[src/rtl/writeback_stage.sv]
// -----------------------------------------------------------------------------
// writeback_stage
//
// Purpose:
//   MEM/WB pipeline register plus writeback result selection for a 32-bit
//   in-order core. The register captures the Memory-stage fields. ResultW
//   is then formed combinationally from the registered fields only, so the
//   same value can serve as the forwarding source. Load results are
//   extracted and sign/zero extended here, in the writeback stage.
//
// Optional feature:
//   WB_RETIRE_COUNT_EN - when defined, InstRetW is a RETIRE_W-bit wrapping
//   count of retired instructions. When undefined, InstRetW is tied to zero
//   and no counter flops are built.
//
// Ports:
//   clk         in   rising-edge clock
//   rst         in   asynchronous active-low reset
//   StallW      in   hold the MEM/WB register
//   FlushW      in   invalidate the MEM/WB register (wins over StallW)
//   ValidM      in   Memory stage holds a real instruction
//   RegWriteM   in   instruction writes the register file
//   ResultSrcM  in   [1:0] 00 ALU, 01 load, 10 PC+4, 11 reserved (zero)
//   LoadTypeM   in   [2:0] 000 LB, 001 LH, 010 LW, 100 LBU, 101 LHU
//   RdM         in   [4:0] destination register
//   ALUResultM  in   [31:0] ALU result / load address
//   ReadDataM   in   [31:0] raw data-memory word
//   PCPlus4M    in   [31:0] PC+4
//   ValidW      out  WB register holds a real instruction
//   RegWriteW   out  qualified register-file write enable (never for x0)
//   RdW         out  [4:0] registered destination
//   ResultW     out  [31:0] writeback value / forwarding source
//   InstRetW    out  [RETIRE_W-1:0] retired-instruction count
// -----------------------------------------------------------------------------
module writeback_stage #(
    parameter int RETIRE_W = 64
) (
    input  logic                clk,
    input  logic                rst,
    input  logic                StallW,
    input  logic                FlushW,
    input  logic                ValidM,
    input  logic                RegWriteM,
    input  logic [1:0]          ResultSrcM,
    input  logic [2:0]          LoadTypeM,
    input  logic [4:0]          RdM,
    input  logic [31:0]         ALUResultM,
    input  logic [31:0]         ReadDataM,
    input  logic [31:0]         PCPlus4M,
    output logic                ValidW,
    output logic                RegWriteW,
    output logic [4:0]          RdW,
    output logic [31:0]         ResultW,
    output logic [RETIRE_W-1:0] InstRetW
);

    // Select and extend the addressed byte/halfword of a loaded word.
    // Unlisted load-type encodings fall through to the full word.
    function automatic logic [31:0] load_extract(
        input logic [2:0]  load_type,
        input logic [1:0]  addr_lsb,
        input logic [31:0] word
    );
        logic [7:0]  byte_v;
        logic [15:0] half_v;
        logic [31:0] result_v;
        case (addr_lsb)
            2'd0:    byte_v = word[7:0];
            2'd1:    byte_v = word[15:8];
            2'd2:    byte_v = word[23:16];
            2'd3:    byte_v = word[31:24];
            default: byte_v = word[7:0];
        endcase
        // addr_lsb[0] is deliberately ignored for halfword loads.
        if (addr_lsb[1]) begin
            half_v = word[31:16];
        end else begin
            half_v = word[15:0];
        end
        case (load_type)
            3'b000:  result_v = {{24{byte_v[7]}}, byte_v};
            3'b001:  result_v = {{16{half_v[15]}}, half_v};
            3'b100:  result_v = {24'h000000, byte_v};
            3'b101:  result_v = {16'h0000, half_v};
            default: result_v = word;
        endcase
        return result_v;
    endfunction

    logic        r_valid;
    logic        r_reg_write;
    logic [4:0]  r_rd;
    logic [1:0]  r_result_src;
    logic [2:0]  r_load_type;
    logic [31:0] r_alu_result;
    logic [31:0] r_read_data;
    logic [31:0] r_pc_plus4;
    logic [31:0] w_result;

    // MEM/WB control bits: flush clears them and wins over stall.
    always_ff @(posedge clk or negedge rst) begin
        if (!rst) begin
            r_valid     <= 1'b0;
            r_reg_write <= 1'b0;
        end else if (FlushW) begin
            r_valid     <= 1'b0;
            r_reg_write <= 1'b0;
        end else if (!StallW) begin
            r_valid     <= ValidM;
            r_reg_write <= RegWriteM;
        end
    end

    // MEM/WB data fields: captured when the stage advances. A flushed
    // entry keeps its old data because it is marked invalid anyway.
    always_ff @(posedge clk or negedge rst) begin
        if (!rst) begin
            r_rd         <= 5'd0;
            r_result_src <= 2'b00;
            r_load_type  <= 3'b000;
            r_alu_result <= 32'h0000_0000;
            r_read_data  <= 32'h0000_0000;
            r_pc_plus4   <= 32'h0000_0000;
        end else if (!FlushW && !StallW) begin
            r_rd         <= RdM;
            r_result_src <= ResultSrcM;
            r_load_type  <= LoadTypeM;
            r_alu_result <= ALUResultM;
            r_read_data  <= ReadDataM;
            r_pc_plus4   <= PCPlus4M;
        end
    end

    // Writeback mux, built from registered fields only.
    always_comb begin
        w_result = 32'h0000_0000;
        case (r_result_src)
            2'b00:   w_result = r_alu_result;
            2'b01:   w_result = load_extract(r_load_type, r_alu_result[1:0], r_read_data);
            2'b10:   w_result = r_pc_plus4;
            default: w_result = 32'h0000_0000;
        endcase
    end

    assign ValidW    = r_valid;
    assign RegWriteW = r_reg_write && r_valid && (r_rd != 5'd0);
    assign RdW       = r_rd;
    assign ResultW   = w_result;

`ifdef WB_RETIRE_COUNT_EN
    logic [RETIRE_W-1:0] r_inst_ret;

    // Retire count: an instruction retires when it leaves a valid WB slot
    // on an unstalled edge, whether or not a flush hits the same edge.
    always_ff @(posedge clk or negedge rst) begin
        if (!rst) begin
            r_inst_ret <= {RETIRE_W{1'b0}};
        end else if (r_valid && !StallW) begin
            r_inst_ret <= r_inst_ret + {{(RETIRE_W-1){1'b0}}, 1'b1};
        end
    end

    assign InstRetW = r_inst_ret;
`else
    assign InstRetW = {RETIRE_W{1'b0}};
`endif

endmodule

[config.mk]
export PLATFORM = sky130hd
export DESIGN_NAME = writeback_stage
export DESIGN_NICKNAME = d
export VERILOG_FILES = /design/src/rtl/writeback_stage.sv
export SDC_FILE = /design/constraint.sdc
export NUM_CORES = 1
export LEC_CHECK = 0
export ABC_AREA = 1
export CAP_MARGIN = 30
export CORE_ASPECT_RATIO = 0.7
export CORE_MARGIN = 10
export CORE_UTILIZATION = 50
export CTS_BUF_LIST = sky130_fd_sc_hd__clkbuf_2 sky130_fd_sc_hd__clkbuf_4 sky130_fd_sc_hd__clkbuf_8
export DETAILED_ROUTE_END_ITERATION = 7
export GPL_TIMING_DRIVEN = 0
export PLACE_DENSITY = 0.95
export SYNTH_ARGS = -nofsm -noshare
export SYNTH_HDL_FRONTEND = slang
export SYNTH_SLANG_ARGS = --single-unit
[constraint.sdc]
create_clock -name clk -period 3 [get_ports clk]
set_input_delay 0.9 -clock clk [delete_from_list [all_inputs] [get_ports clk]]
set_output_delay 0.9 -clock clk [all_outputs]
set_load 0.02 [all_outputs]
Word level (Yosys, flattened, before mapping). Cells that the tools add are included.

Bitwise logic cells: 0. Eq/ne operators: 9. Reduce and logical (&&, ||, !) cells: 9. Div/mod/pow operators: 0. Order comparisons: 0. Add/subtract/negate cells: 0. Multiplexer cells: 8. Shift operators: 0. Multiply operators: 0.

Operator list (number): $pmux W32 S4 (1); $pmux W32 S3 (1); $pmux W8 S4 (1); $mux W16 (1); $eq A2 B2 Y1 const B (3); $eq A3 B3 Y1 const B (2); $reduce_bool A5 Y1 (1); $eq A2 B1 Y1 const B (2); $logic_not A2 Y1 (2); $mux W1 (4); $eq A3 B1 Y1 const B (1); $logic_and A1 B1 Y1 (3); $logic_not A3 Y1 (1); $logic_not A1 Y1 (2); $ne A2 B1 Y1 const B (1).

ROM bits: 0. Output and inout bits: 103. Memories: 0. RAM bits: 0. Input bits: 112. Register bits: 108. Bits in latches: 0.

Depth between registers and ports, before layout.
Depth in word-level cells: 4. Depth in mapped cells: 9. Depth with buffers taken out: 8.

Worst setup path before layout. OpenSTA, ideal clock, no wires.

Path type: reg2out. From: register r_result_src[1]. To: output ResultW[7]. Path slack: 833 ps. Arrival: 1267 ps. Stages on the path, launching flop included: 7. Path through: dfrtp_1 -> nor2_2 -> inv_1 -> buf_2 -> a21oi_1 -> o21ai_0 -> o21bai_1.

Word-level cells in the longest chain between the ends: 2. Elaborated cells between the ends (all ways): 4. Classes of those cells: eq/ne: 2; mux: 1; reduce/logical: 1.

Ends and longest elaborated chain: start: declaration (line 93) `logic [1:0] r_result_src;`; start signal: assignment (line 126) `r_result_src <= ResultSrcM;`; $eq A2 B2 Y1, or another cell as far along (line 137) `case (r_result_src)`; $pmux W32 S3 (*) (line 137); end: declaration (line 53) `output logic [31:0] ResultW,`.

Every way passes the cells marked *; elsewhere a longest branch is shown, timed or not.

Worst setup path after layout.
From: register r_load_type[1]. To: output ResultW[22].

Word-level cells in the longest chain between the ends: 3. Elaborated cells between the ends (all ways): 6. Classes of those cells: eq/ne: 3; mux: 2; reduce/logical: 1.

Ends and longest elaborated chain: start: declaration (line 94) `logic [2:0] r_load_type;`; start signal: assignment (line 127) `r_load_type <= LoadTypeM;`; $eq A3 B3 Y1, or another cell as far along (line 80) `case (load_type)`; $pmux W32 S4 (*) (line 80); $pmux W32 S3 (*) (line 137).

Marks and branches as above.

==> results.json <==
{
  "outcome": "completed",
  "cts.sinks": 108,
  "cts_buffer_depth": 2,
  "synth_top_family_by_area": "buffers and inverters",
  "dieWidth_um": 149.5,
  "die_h_um": 110.6,
  "hpwl_mm": 16.22,
  "synth_fa_ha_area_frac": 0,
  "layout_commonest_cell": "nand2_1",
  "ys_top_cells_by_area": "dfrtp_1, nand2_1, o21ai_0",
  "finalNetCount": 1121,
  "clock_latency_ps": 390,
  "grt-ovfl-total": 0,
  "synthSimpleGateAreaFrac": 0.1651,
  "power_mw": 4.130,
  "cp.required_ps": 2100,
  "cts_tree": "built",
  "clkSlewWorstSetupHoldPaths_ps": 100,
  "r2r_slack_ps": 1950,
  "synth_compound_area_frac": 0.1700,
  "antenna_found_initial": 0,
  "htree_levels": 3,
  "irDropWorstVdd_v": 0.0002689,
  "relSlewSlack": 0.5869,
  "r2r-start": "r_load_type[1]",
  "start_kind": "register",
  "finClkSkew_ps": 0,
  "synth.mux.area_fraction": 0,
  "start_util": 0.5214,
  "fin_crit_ps": 2917,
  "cp_slowest_stage_delay_ps": 470,
  "grt_pass1_wl_mm": 32.17,
  "cap_violations": 0,
  "drc": 0,
  "rows": 32,
  "antenna_cells": 0,
  "clock.fmax_ghz": 0.3429,
  "yosysTopAreaCellShare": 0.4608,
  "coreArea_um2": 11250,
  "ys_seq_area_frac": 0.4608,
  "r2r-end": "r_load_type[1]",
  "yosysUniqueCellTypes": 27,
  "setup_violations": 0,
  "fin_tns_setup_ps": 0,
  "r2r_cells": 3,
  "synth_warnings": 0,
  "grt_pass1_vias": 5981,
  "crit_slowest_cell": "dfrtp_2",
  "worstMarginPinSlew_ps": 619.7,
  "totalWireLength_mm": 20.73,
  "cts_buffers": 9,
  "arrival_ps": 2020,
  "crit_type": "reg2out",
  "syn-cell-area_um2": 5866,
  "yosysTopAreaCell": "dfrtp_1",
  "cp_num_buf_inv": 2,
  "cp_common_cell": "nand2_1",
  "via_per_inst": 5.020,
  "cts_root_buffer": "clkbuf_8",
  "grt_util_all_layers": 0.2452,
  "slew_violations": 0,
  "powerDensity_nw_per_um2": 516.4,
  "post-route-util": 0.7109,
  "drive_gt1_frac": 0.1540,
  "ant_nets": 0,
  "holdBufCountCts": 0,
  "cp_top_family": "simple AND/OR/NAND/NOR gates",
  "dieArea_um2": 16530,
  "synthCells": 780,
  "fin_cells": 1166,
  "final-hold-violation-count": 0,
  "port_buffers": 150,
  "drt_iter0_drc": 574,
  "drtPass1Iterations": 5,
  "synth_xor_area_frac": 0,
  "worstPathMaxFanout": 7,
  "io_pins": 215,
  "p_leak_nw": 4.121,
  "vias": 5853,
  "final_cell_mix": "nand2_1, inv_1, clkdlybuf4s50_1",
  "syn_to_final_growth_pct": 36.35,
  "placed_cells": 1147,
  "period_share": 0.9722,
  "wl_per_cell_um": 17.77,
  "grt_max_degree": 63,
  "gp_congestion": 0.9757,
  "ys_ff_latch": 108,
  "cp-end-kind": "output pin",
  "min_path_type": "in2async",
  "crit_path_cell_trace": "inv_2 -> nand2_2 -> nor2_4 -> nand3_4 -> nand2_4 -> nand2_1 -> nand2_1 -> dlygate4sd2_1",
  "avgSynthCellArea_um2": 7.520
}
## cell type report
class                           instances  area [um2]
Fill cell                             926        3253
Sequential cell                       108        2704
Multi-Input combinational cell        491        2243
Timing Repair Buffer                  155        1439
Buffer                                104       690.7
Inverter                              140       528.0
Tap cell                              153       191.4
Clock buffer                           11       145.1
Clock inverter                          4       56.30
## registers in the layout, indices dropped and copies added, names as in the netlist
register      cells
r_reg_write       1
r_result_src      2
ValidW            1
r_load_type       3
RdW               5
r_pc_plus4       32
r_read_data      32
r_alu_result     32
## cell usage after synthesis
cell      number
inv_4          1
o211ai_1       4
nor2_2         1
buf_1          5
a21oi_1       34
nand2_4        1
inv_1        138
nor3_1         1
nand3_2        2
nor2_4         1
nand2_2        2
o21bai_1       1
buf_6          1
nor2_1         5
nand2_1      211
nand3_1       11
clkbuf_1      14
buf_4         65
nand4_1        3
dfrtp_1      108
o21ai_0      116
buf_2         19
inv_2          1
a21oi_2        1
conb_1         1
o22ai_1       32
nand3_4        1
## routing by layer
layer	part of all wire	track usage	wire length (um)	up-vias
met5	0	0	0	-
met4	0.023	0.07268	473	0
met3	0.12	0.09080	2517	41
met2	0.46	0.3816	9502	340
met1	0.40	0.3098	8231	2720
li1	-	-	-	2752
## worst reg2reg max path, stage by stage, from the launching register on
cell and delay [ps]:
dfrtp_2 470, inv_2 120, clkbuf_4 220, o21ai_0 110
## power breakdown
group | total [mW] | switching [mW] | internal, mW
sequential | 1.72 | 0.0801 | 1.64
clock | 0.942 | 0.520 | 0.422
combinational | 1.47 | 0.921 | 0.549
total | 4.13 | 1.52 | 2.61
## worst max path at each step
stage                     cells after the start  slack (ps)       startpoint              to
after floorplan                               6         830  r_result_src[1]      ResultW[7]
after global placement                        1       -2990              rst  r_pc_plus4[27]
after detailed placement                      7           9  r_alu_result[0]      ResultW[6]
after CTS                                     8        -230   r_load_type[1]      ResultW[6]
after global routing                          9        -0.9  r_alu_result[1]     ResultW[12]
final                                         8          80   r_load_type[1]     ResultW[22]
## kinds of logic (layout without fill, tap and decap cells)
| group | Yosys count | after routing |
|---|---|---|
| other | 1 | 64 |
| AND/OR/NAND/NOR | 239 | 239 |
| flip-flops | 108 | 108 |
| buffers and inverters | 244 | 414 |
| AO/OA/AOI/OAI | 188 | 188 |
## through the flow
stage	hold WS (ps)	cell area [um2]	worst slack, ps
detailed placement	495.2	7820	9.267
CTS	521.9	8036	-228.0
global route	532.7	7998	-0.9230
global placement	487.2	7795	-2989
finish	519.8	7998	83.46
floorplan	475.5	6102	833.1
## repair_timing
item | CTS | global route
gates resized for setup | 65 | 59
endpoints found under the setup margin | 32 | 31
pin swaps | 0 | 2
setup buffers | 0 | 4
(Power assumes the default switching activity.)
